<file path="src/rtl/fetch_redirect.sv">
`default_nettype none
// ============================================================================
// Module   : fetch_redirect
// Purpose  : Instruction-fetch stage with IF/ID register, one-entry stall
//            holding buffer and branch/jump redirect handling.
//            FETCH : normal fetching; captures acked data into IF/ID.
//            HOLD  : a fetch completed while stalled; data parked in the
//                    holding buffer, no new memory request.
//            DRAIN : a redirect arrived while a fetch was outstanding; the
//                    old request is kept until ack, then the PC jumps.
// Ports    : clk        - pipeline clock (rising edge)
//            reset_n    - async-assert, active-low reset
//            leap       - redirect request from decode
//            target     - redirect PC (bit 0 MSB, bits 30:31 ignored)
//            stall      - hazard stall, IF/ID must hold
//            imem_req   - instruction memory request
//            imem_addr  - fetch address (registered PC)
//            imem_ack   - memory completion, imem_data valid same cycle
//            imem_data  - fetched instruction
//            instr_out  - IF/ID instruction
//            pc4_out    - IF/ID PC+4 (link value)
//            valid_out  - IF/ID holds a live instruction
//            flush_out  - one-cycle pulse after a redirect
// Revision : 1.0 - initial release
// ============================================================================
module fetch_redirect (
  input  logic        clk,
  input  logic        reset_n,
  input  logic        leap,
  input  logic [0:31] target,
  input  logic        stall,
  output logic        imem_req,
  output logic [0:31] imem_addr,
  input  logic        imem_ack,
  input  logic [0:31] imem_data,
  output logic [0:31] instr_out,
  output logic [0:31] pc4_out,
  output logic        valid_out,
  output logic        flush_out
);

  typedef enum logic [1:0] {
    FETCH = 2'd0,
    HOLD  = 2'd1,
    DRAIN = 2'd2
  } state_t;

  state_t      state_q, state_d;
  logic [0:31] pc_q, pc_d;
  logic [0:31] instr_q, instr_d;
  logic [0:31] pc4_q, pc4_d;
  logic        valid_q, valid_d;
  logic        flush_q, flush_d;
  logic [0:31] hbuf_instr_q, hbuf_instr_d;
  logic [0:31] hbuf_pc4_q, hbuf_pc4_d;
  logic [0:31] redir_q, redir_d;

  logic        w_redirect;
  logic [0:31] w_pc_plus4;
  logic [0:31] w_tgt;
  logic        unused_tgt_lsbs;

  // A redirect only counts when decode holds a live instruction and is not
  // stalled; otherwise the leap belongs to a bubble or a held instruction.
  assign w_redirect      = leap & valid_q & ~stall;
  assign w_pc_plus4      = pc_q + 32'd4;  // wraps modulo 2^32
  assign w_tgt           = {target[0:29], 2'b00};
  assign unused_tgt_lsbs = ^target[30:31];

  always_ff @(posedge clk or negedge reset_n) begin
    if (!reset_n) begin
      state_q      <= FETCH;
      pc_q         <= '0;
      instr_q      <= '0;
      pc4_q        <= '0;
      valid_q      <= 1'b0;
      flush_q      <= 1'b0;
      hbuf_instr_q <= '0;
      hbuf_pc4_q   <= '0;
      redir_q      <= '0;
    end else begin
      state_q      <= state_d;
      pc_q         <= pc_d;
      instr_q      <= instr_d;
      pc4_q        <= pc4_d;
      valid_q      <= valid_d;
      flush_q      <= flush_d;
      hbuf_instr_q <= hbuf_instr_d;
      hbuf_pc4_q   <= hbuf_pc4_d;
      redir_q      <= redir_d;
    end
  end

  always_comb begin
    state_d      = state_q;
    pc_d         = pc_q;
    instr_d      = instr_q;
    pc4_d        = pc4_q;
    valid_d      = valid_q;
    flush_d      = w_redirect;
    hbuf_instr_d = hbuf_instr_q;
    hbuf_pc4_d   = hbuf_pc4_q;
    redir_d      = redir_q;

    case (state_q)
      FETCH: begin
        if (w_redirect) begin
          valid_d = 1'b0;
          if (imem_ack) begin
            pc_d = w_tgt;
          end else begin
            // Memory still owns the old address; finish it before jumping.
            redir_d = w_tgt;
            state_d = DRAIN;
          end
        end else if (stall) begin
          if (imem_ack) begin
            hbuf_instr_d = imem_data;
            hbuf_pc4_d   = w_pc_plus4;
            pc_d         = w_pc_plus4;
            state_d      = HOLD;
          end
        end else if (imem_ack) begin
          instr_d = imem_data;
          pc4_d   = w_pc_plus4;
          valid_d = 1'b1;
          pc_d    = w_pc_plus4;
        end else begin
          valid_d = 1'b0;
        end
      end

      HOLD: begin
        if (w_redirect) begin
          pc_d    = w_tgt;
          valid_d = 1'b0;
          state_d = FETCH;
        end else if (!stall) begin
          instr_d = hbuf_instr_q;
          pc4_d   = hbuf_pc4_q;
          valid_d = 1'b1;
          state_d = FETCH;
        end
      end

      DRAIN: begin
        valid_d = 1'b0;
        if (imem_ack) begin
          pc_d    = redir_q;
          state_d = FETCH;
        end
      end

      default: begin
        state_d = FETCH;
      end
    endcase
  end

  // Request drops while reset is asserted and while parked in HOLD.
  assign imem_req  = reset_n & (state_q != HOLD);
  assign imem_addr = pc_q;
  assign instr_out = instr_q;
  assign pc4_out   = pc4_q;
  assign valid_out = valid_q;
  assign flush_out = flush_q;

endmodule
`default_nettype wire

</file>
<file path="config.mk">
export PLATFORM = sky130hd
export DESIGN_NAME = fetch_redirect
export DESIGN_NICKNAME = d
export VERILOG_FILES = /design/src/rtl/fetch_redirect.sv
export SDC_FILE = /design/constraint.sdc
export NUM_CORES = 1
export LEC_CHECK = 0
export ABC_AREA = 1
export CAP_MARGIN = 20
export CORE_UTILIZATION = 34
export CTS_CLUSTER_DIAMETER = 30
export CTS_CLUSTER_SIZE = 16
export DETAILED_ROUTE_END_ITERATION = 8
export DONT_BUFFER_PORTS = 1
export SLEW_MARGIN = 10
export SYNTH_ARGS = -nofsm -noshare
export SYNTH_HDL_FRONTEND = slang
export SYNTH_SLANG_ARGS = --single-unit
export TNS_END_PERCENT = 100
</file>
<file path="constraint.sdc">
create_clock -name clk -period 2 [get_ports clk]
set_input_delay 0.3 -clock clk [delete_from_list [all_inputs] [get_ports clk]]
set_output_delay 0.3 -clock clk [all_outputs]
set_load 0.01 [all_outputs]
</file>
==> results.json <==
{
  "relSlewSlack": 0.609,
  "cap_viol_max_count": 0,
  "min_period_ps": 1890,
  "ys_types": 32,
  "routed_wl_mm": 27.3,
  "core_region_area_sq_um": 27100,
  "synth_warnings": 0,
  "async_flop_share": 1.00,
  "avgSynthCellArea_sq_um": 7.59,
  "synthMuxAreaShare": 0,
  "h-tree-depth": 4,
  "swShare": 0.453,
  "num_antenna_cells": 0,
  "yosys.area_share.adder": 0.00661,
  "die-width_um": 169,
  "r2r-start": "state_q[1]$_DFFE_PN0P_",
  "first_iter_violations": 570,
  "fp.dieH_um": 169,
  "clock-sinks": 188,
  "seqPwrFrac": 0.390,
  "fp.dieArea_sq_um": 28500,
  "area_delta_synth_final_pct": 18.0,
  "worstSetupPathType": "reg2out",
  "grt_pass1_wl_mm": 42.3,
  "finalCritPeriodShare": 0.945,
  "cts-root-buf": "clkbuf_16",
  "synth_seq_cells": 188,
  "yosysTopAreaCell": "dfrtp_1",
  "io_buffers": 0,
  "ys_top_cells_by_area": "dfrtp_1, nand2_1, o21ai_0",
  "rows": 60,
  "antenna_found_initial": 0,
  "synth-simple-area-share": 0.273,
  "first_pass_iters": 5,
  "required_ps": 1700,
  "worst-slew-pin-transition_ps": 587,
  "tns_ps": 0,
  "fin_skew_ps": 15.3,
  "grt_max_degree": 190,
  "insertion_delay_ps": 440,
  "synth_edf_count": 0,
  "synthCells": 1247,
  "hold_viol": 188,
  "hpwl_mm": 17.8,
  "worstPathMaxFanout": 40,
  "final_antenna_net_count": 0,
  "numCtsBuffers": 17,
  "p_leak_nw": 5.38,
  "rsz0062_at_grt": "true",
  "post_drt_via_cell_ratio": 4.90,
  "vias": 8182,
  "synth_compound_area_frac": 0.133,
  "vdd.ir_drop.worst_mv": 0.655,
  "switchingPower_mw": 8.69,
  "synth_top_family_by_area": "simple AND/OR/NAND/NOR gates",
  "netlist.area_leader.share": 0.497,
  "comb_power_share": 0.425,
  "total_power_mw": 19.2,
  "place.gp.congestion": 0.874,
  "intPower_mw": 10.5,
  "status": "complete, but fails checks",
  "gr-total-overflow": 0,
  "maxSlewViolCount": 0,
  "cp.arrival_ps": 1590,
  "drive_gt1_frac": 0.0831,
  "clkPwrFrac": 0.185,
  "hold_buffers": 42,
  "wire_per_inst_um": 16.3,
  "cts.path.max_buffers": 2,
  "tritoncts": "yes",
  "synth_sequential_area_ratio": 0.497,
  "path_clk_slew_ps": 90,
  "grt_use_total": 0.189,
  "fin_nets": 1360,
  "ioPinCount": 168,
  "synth_xor_area_frac": 0.0128,
  "violations": "negative hold slack",
  "grt_pass1_vias": 7622,
  "cellPowerDensity_nw_per_um2": 1720,
  "hp-class": "in2async",
  "drc": 0,
  "crit_start": "state_q[0]$_DFFE_PN0P_",
  "synth_area_sq_um": 9470,
  "endpoint_kind": "output pin",
  "final_util": 0.412,
  "final-setup-viol-count": 0,
  "ys.flop_type": "dfrtp_1",
  "cp-start-kind": "flip-flop",
  "hold_ws_ps": -453,
  "start_util": 0.349,
  "fmax_ghz": 0.529
}
cell usage in the layout (no fill, tap or decap), types with 6 or more instances in the layout:
| cell type | n |
|---|---|
| nor2_4 | 10 |
| buf_4 | 33 |
| o21ai_0 | 92 |
| o21ai_1 | 13 |
| xor2_1 | 9 |
| o22ai_1 | 8 |
| clkbuf_16 | 19 |
| a31oi_1 | 35 |
| nand3_1 | 38 |
| a221oi_1 | 20 |
| buf_12 | 6 |
| inv_1 | 91 |
| nand2_1 | 479 |
| dfrtp_1 | 186 |
| dlygate4sd3_1 | 42 |
| inv_8 | 6 |
| a21oi_1 | 45 |
| nor2_1 | 107 |
| nand3b_1 | 6 |
registers in the layout, summed over array words and instances, names as in the netlist:
| register | cells |
|---|---|
| instr_out | 32 |
| valid_out | 1 |
| imem_addr | 30 |
| redir_q | 30 |
| pc4_out | 30 |
| flush_out | 1 |
| hbuf_instr_q | 32 |
| hbuf_pc4_q | 30 |
| state_q | 2 |
power groups by stage:
stage               sequential [mW]  clock, mW  combinational, mW
floorplan                      7.13          0               5.58
detailed placement             7.57          0               7.57
CTS                            7.50       3.66               7.73
global route                   7.72       3.80               9.30
global placement               7.51          0               7.42
finish                         7.48       3.55               8.15
kinds of logic after synthesis:
group                    Yosys count
adder cells (fa/ha/maj)            5
XOR/XNOR                          13
buffers and inverters            171
flip-flops                       188
other                              1
AND/OR/NAND/NOR                  647
AO/OA/AOI/OAI                    222
path summary, 6_finish.rpt:
kind                                          endpoint  slack, ps  depth (start not counted)
max                                           imem_req        110                          4
min                            redir_q[13]$_DFFE_PN0P_       -450                          0
max reg2reg                    pc4_out[21]$_DFFE_PN0P_        110                         12
min reg2reg                hbuf_instr_q[5]$_DFFE_PN0P_        470                          2
max in group asynchronous       pc4_out[9]$_DFFE_PN0P_       2050                          0
min in group clk                redir_q[1]$_DFFE_PN0P_         20                          2
critical path: stages, from the launching register on:
cell     delay (ps)
dfrtp_1         380
buf_4           150
ha_4            200
buf_12          180
nor2_1          210
repair_timing:
item	4_1_cts	5_1_grt
cloned	0	3
buffers inserted	2	2
endpoints found under the hold margin	260	188
endpoints found under the setup margin	15	87
gates resized for setup	3	14
per-stage QoR:
step	hold slack [ps]	cell area [sq um]	std cells	setup WS, ps
after floorplan	4.41	9480	1250	268
final	-453	11200	1671	110
after CTS	-480	11000	1666	-29.4
after detailed placement	8.41	9970	1590	-62.4
after global placement	8.24	9970	1590	-23.7
after global routing	-487	11200	1671	-30.3
Yosys cell counts (4+ instances only):
| master | count |
|---|---|
| nand3b_1 | 6 |
| nor2_1 | 108 |
| xor2_1 | 10 |
| nor2_4 | 8 |
| inv_2 | 6 |
| o21bai_1 | 4 |
| buf_4 | 6 |
| inv_1 | 92 |
| nand3_1 | 39 |
| o21ai_1 | 13 |
| a31oi_1 | 35 |
| a221oi_1 | 20 |
| o211ai_1 | 4 |
| nand2_1 | 479 |
| ha_1 | 5 |
| o21ai_0 | 92 |
| o22ai_1 | 8 |
| buf_6 | 5 |
| buf_2 | 19 |
| clkbuf_1 | 40 |
| a21oi_1 | 45 |
| dfrtp_1 | 188 |
area by class of cell:
cell class                 instances  area [sq um]
fill                            2739         15900
sequential                       188          4710
multi-input combinational        891          4090
timing repair buffer              87           900
tap                              372           465
clock buffer                      17           425
inverter                         101           393
clock inverter                    15           199
per-layer routing:
metal	track usage	wire length, um	share of wire	up-vias
met5	0	0	0	-
met4	0.0704	619	0.023	0
met3	0.0620	2220	0.081	34
met2	0.279	12200	0.45	240
met1	0.256	12300	0.45	3855
li1	-	-	-	4053
Note: power is estimated with default switching activity, not from simulation.
